[config.mk]
export PLATFORM = sky130hd
export DESIGN_NAME = swap_sort_controller
export DESIGN_NICKNAME = d
export VERILOG_FILES = /design/src/rtl/swap_sort_controller.sv
export SDC_FILE = /design/constraint.sdc
export NUM_CORES = 1
export LEC_CHECK = 0
export CAP_MARGIN = 10
export CORE_MARGIN = 2
export CORE_UTILIZATION = 64
export DETAILED_ROUTE_END_ITERATION = 10
export DONT_BUFFER_PORTS = 1
export GPL_ROUTABILITY_DRIVEN = 1
export PLACE_DENSITY_LB_ADDON = 0.3
export SYNTH_ARGS = -nofsm -noshare
export SYNTH_HDL_FRONTEND = slang
export SYNTH_SLANG_ARGS = --single-unit
[constraint.sdc]
create_clock -name clk -period 3.79 [get_ports clk]
set_input_delay 0.758 -clock clk [delete_from_list [all_inputs] [get_ports clk]]
set_output_delay 0.758 -clock clk [all_outputs]
set_load 0.05 [all_outputs]
[src/rtl/swap_sort_controller.sv]
// swap_sort_controller: command-side master that bubble-sorts an 8-entry
// register file by issuing x/y/swap commands and watching r[7:0].
module swap_sort_controller #(
    parameter int WIDTH      = 4,
    parameter bit DESCENDING = 1'b0
) (
    input  logic             clk,
    input  logic             reset,
    input  logic             start,
    input  logic [WIDTH-1:0] r [7:0],
    output logic [2:0]       x,
    output logic [2:0]       y,
    output logic             swap,
    output logic             busy,
    output logic             done,
    output logic [4:0]       swap_count,
    output logic [2:0]       pass_count
);

    typedef enum logic [1:0] {
        IDLE = 2'd0,
        CMP  = 2'd1,
        SWP  = 2'd2,
        DONE = 2'd3
    } state_t;

    state_t     state;
    state_t     state_next;
    logic [2:0] j;
    logic [2:0] j_next;
    logic [2:0] limit;
    logic [2:0] limit_next;
    logic       swapped;
    logic       swapped_next;
    logic [4:0] swap_count_next;
    logic [2:0] pass_count_next;
    logic [2:0] j_plus;
    logic       need;

    assign j_plus = 3'(j + 3'd1);

    // Compare the current neighbour pair; equal values never need a swap.
    always_comb begin
        if (DESCENDING) begin
            need = (r[j] < r[j_plus]);
        end else begin
            need = (r[j] > r[j_plus]);
        end
    end

    // Next-state logic: walk j across the pass, shrink limit at each pass end.
    always_comb begin
        state_next      = state;
        j_next          = j;
        limit_next      = limit;
        swapped_next    = swapped;
        swap_count_next = swap_count;
        pass_count_next = pass_count;
        case (state)
            IDLE: begin
                if (start) begin
                    state_next      = CMP;
                    j_next          = 3'd0;
                    limit_next      = 3'd6;
                    swapped_next    = 1'b0;
                    swap_count_next = 5'd0;
                    pass_count_next = 3'd1;
                end
            end
            CMP: begin
                if (need) begin
                    state_next = SWP;
                end else if (j < limit) begin
                    j_next = j_plus;
                end else if (!swapped || limit == 3'd0) begin
                    state_next = DONE;
                end else begin
                    j_next          = 3'd0;
                    limit_next      = 3'(limit - 3'd1);
                    swapped_next    = 1'b0;
                    pass_count_next = 3'(pass_count + 3'd1);
                end
            end
            SWP: begin
                swapped_next    = 1'b1;
                swap_count_next = 5'(swap_count + 5'd1);
                if (j < limit) begin
                    state_next = CMP;
                    j_next     = j_plus;
                end else if (limit == 3'd0) begin
                    state_next = DONE;
                end else begin
                    state_next      = CMP;
                    j_next          = 3'd0;
                    limit_next      = 3'(limit - 3'd1);
                    swapped_next    = 1'b0;
                    pass_count_next = 3'(pass_count + 3'd1);
                end
            end
            DONE: begin
                state_next = IDLE;
            end
            default: begin
                state_next = IDLE;
            end
        endcase
    end

    // State and sort bookkeeping registers with synchronous reset.
    always_ff @(posedge clk) begin
        if (reset) begin
            state      <= IDLE;
            j          <= 3'd0;
            limit      <= 3'd6;
            swapped    <= 1'b0;
            swap_count <= 5'd0;
            pass_count <= 3'd0;
        end else begin
            state      <= state_next;
            j          <= j_next;
            limit      <= limit_next;
            swapped    <= swapped_next;
            swap_count <= swap_count_next;
            pass_count <= pass_count_next;
        end
    end

    // Moore outputs decoded from the registered state and pair index.
    always_comb begin
        busy = (state == CMP) || (state == SWP);
        swap = (state == SWP);
        done = (state == DONE);
        x    = busy ? j : 3'd0;
        y    = 3'(x + 3'd1);
    end

endmodule

==> flow_metrics.py <==
metrics = {
    "outcome": {
        "run_status": "complete, no violations",
    },
    "die": {
        "die_x_um": 55.41,
        "coreArea_sq_um": 2500,
        "initial_core_util_pct": 67.67,
        "die_h_um": 55.41,
        "rows": 18,
        "dieArea_sq_um": 3070,
        "ios": 52,
    },
    "global_route": {
        "grt_use_total_pct": 24.88,
        "first_global_vias": 1436,
        "grt_overflow": 0,
        "grt_max_degree": 21,
        "grt_first_pass_wirelength_um": 6354,
        "antenna_found_initial": 0,
    },
    "yosys": {
        "synth_seq_cells": 17,
        "synth_area_leaders": "mux4_2, dfxtp_1, ha_1",
        "synthesis.area_sq_um": 1692,
        "synth_top_area_share_pct": 21.30,
        "synth_commonest_cells": "dfxtp_1, ha_1, mux4_2",
        "ys_seq_area_share_pct": 20.12,
        "async_reset_ff_share_pct": 0,
        "synth.distinct_cells": 48,
        "yosysMostFrequentCell": "dfxtp_1",
        "syn_area_per_cell_sq_um": 9.951,
        "ys.flop_type": "dfxtp_1",
        "synth_nets": 221,
        "synth_top_cell_by_area": "mux4_2",
        "syn-instance-count": 170,
        "synth_edf_count": 0,
        "synth_warnings": 0,
    },
    "critical_path": {
        "cp.buffers_inverters": 0,
        "cp_cell_sequence": "ha_1 > mux4_2 > mux2_2 > ha_1 > and4_4 > a211oi_4 > a21oi_4 > and3_4 > a41o_1",
        "cp_max_fo": 10,
        "r2r-end": "pass_count[2]$_SDFFE_PP0P_",
        "r2r_cells": 9,
        "reg2reg_slack_ns": 0.51,
        "path_class": "flop to flop",
        "critPathRequiredTime_ns": 3.98,
        "cp-start-kind": "flop",
        "crit_slowest_cell": "ha_1",
        "arrival_ns": 3.47,
        "cpLargestDelayFamily": "adder cells",
        "crit_top_cell": "ha_1",
        "cp-end-kind": "flop",
        "max_stage_delay_ns": 0.59,
        "reg2reg_from": "j[1]$_SDFFE_PP0P_",
    },
    "cells_and_area": {
        "area_growth_pct": 5.695,
        "final-seq-area_sq_um": 340.3,
        "layout.nets": 223,
        "antenna_cells": 0,
        "multi_input_area_sq_um": 1272,
        "instances_no_fill": 201,
        "drive_gt1_share_pct": 25.73,
        "fillers": 178,
        "utilization_pct": 71.52,
    },
    "detailed_routing": {
        "drtIter0Drc": 73,
        "vias": 1422,
        "first_pass_iters": 4,
        "drc_errors": 0,
        "vias_per_cell": 7.075,
        "post_drt_wl_per_cell_um": 18.34,
        "ant_nets": 0,
        "routed_wl_um": 3686,
    },
    "clock_tree": {
        "holdBufCountCts": 0,
        "clkSlewWorstSetupHoldPaths_ns": 0.11,
        "ctsResizeCount": 0,
        "cts-root-buf": "clkbuf_4",
        "cts_max_level": 1,
        "clk-insertion-delay-late_ns": 0.30,
        "cts_setup_buffers": 0,
        "tritoncts": "yes",
        "cts.sinks": 17,
        "clk_path_buf_depth": 2,
        "cts_made_buffers": 3,
    },
    "sta": {
        "timing.hold.ws_ns": 0.5040,
        "timing.final.ws_setup_ns": 0.5125,
        "finalCriticalPeriod_ns": 3.278,
        "worst_pin_slew_ns": 0.7995,
        "skew_ns": 0.01156,
        "max_slew_margin_pct": 46.70,
        "maxSlewViolCount": 0,
        "grt_setup_unrepaired": "no",
        "fmax_ghz": 0.3051,
        "setup_violations": 0,
        "fin_crit_sh_pct": 86.48,
        "fin_setup_tns_ns": 0,
        "hold_viol_final": 0,
    },
    "place": {
        "dp.cells": 197,
        "gp_congestion": 0.8731,
        "pre_cts_ws_ns": 0.5045,
        "dp_hpwl_um": 2909,
        "port_buffers": 0,
    },
    "min_path": {
        "whs_endpoint": "swapped$_SDFFE_PP0P_",
        "whs_path_depth": 2,
        "min_path_type": "flop to flop",
        "hold_start": "swapped$_SDFFE_PP0P_",
    },
    "run": {
        "maxCapViolCount": 0,
    },
    "pwr": {
        "power_leakage_nw": 0.6844,
        "peakVddDrop_mv": 0.4961,
        "p_per_area_nw_per_um2": 803.3,
    },
}
-- routing by layer --
| layer | vias to the layer above | global-route usage, % | share of wire, % |
|---|---|---|---|
| li1 | 660 | - | - |
| met3 | 8 | 5.386 | 5.9 |
| met4 | 0 | 6.272 | 1.1 |
| met2 | 55 | 43.88 | 52 |
| met1 | 699 | 30.72 | 41 |
| met5 | - | 0 | 0 |
-- registers in the layout (all words and copies together) (netlist names) --
signal / flops
swap_count: 5
j: 3
limit: 3
pass_count: 3
state: 2
swapped: 1
-- layout make-up --
| class | instances | area share, % |
|---|---|---|
| clock buffers | 3 | 1.260 |
| clock inverters | 1 | 0.2799 |
| inverters | 10 | 2.099 |
| well taps | 30 | 2.099 |
| flip-flops and latches | 17 | 19.03 |
| multi-input cells | 132 | 71.17 |
| repair buffers | 8 | 4.059 |
-- worst min-delay path: stages, from the launching register on --
cell and delay (ns):
dfxtp_1 0.34, o21ai_0 0.07, a21oi_1 0.07
-- worst max-delay path by stage --
stage / cells after the start / slack, ns / from / to
6_report: 9 / 0.51 / j[1]$_SDFFE_PP0P_ / pass_count[2]$_SDFFE_PP0P_
5_1_grt: 9 / 0.33 / j[1]$_SDFFE_PP0P_ / pass_count[2]$_SDFFE_PP0P_
4_1_cts: 9 / 0.49 / j[0]$_SDFFE_PP0P_ / pass_count[2]$_SDFFE_PP0P_
3_5_place_dp: 9 / 0.50 / j[1]$_SDFFE_PP0P_ / pass_count[2]$_SDFFE_PP0P_
3_3_place_gp: 9 / 0.60 / j[0]$_SDFFE_PP0P_ / pass_count[2]$_SDFFE_PP0P_
2_1_floorplan: 7 / 0.10 / state[1]$_SDFFE_PP0P_ / y[2]
-- cell families after synthesis --
group	after synthesis	share of synthesized area, %
adders and majority gates	16	11.83
DFF	17	20.12
AOI/OAI and AO/OA	44	19.90
and+or+nand+nor	45	15.09
xor gates and xnor gates	2	1.036
buffers and inverters	21	5.103
muxes	25	26.92
-- report_power, final --
part / total, W / internal (W) / switching [W]
logic: 0.00105 / 0.000449 / 0.000597
registers: 0.000292 / 0.000220 / 0.0000728
clock network: 0.0000982 / 0.0000393 / 0.0000588
-- metrics by stage --
step,area [sq um],power (W)
detailed placement,1760,0.001329
global placement,1760,0.001294
CTS,1788,0.001435
finish,1788,0.001436
floorplan,1699,0.001170
global route,1788,0.001547
-- placed cells by master (no fill, tap or decap), types with 2 or more instances in the layout --
master,Yosys,routed
mux2i_1,5,5
nor3_1,2,2
inv_1,10,10
a211oi_2,2,2
buf_4,0,7
nand2_1,7,7
ha_1,16,16
mux4_2,16,16
nand2b_1,8,8
and2_1,2,2
clkbuf_4,0,3
and3_1,2,2
o21ai_0,7,7
nand4_1,4,4
mux2_2,4,4
nor2_1,9,9
o21ai_1,2,2
nor2b_1,2,2
nand3_1,2,2
a311oi_1,3,3
dfxtp_1,17,17
a22oi_1,3,3
a21oi_1,11,11
(Power assumes the default switching activity.)
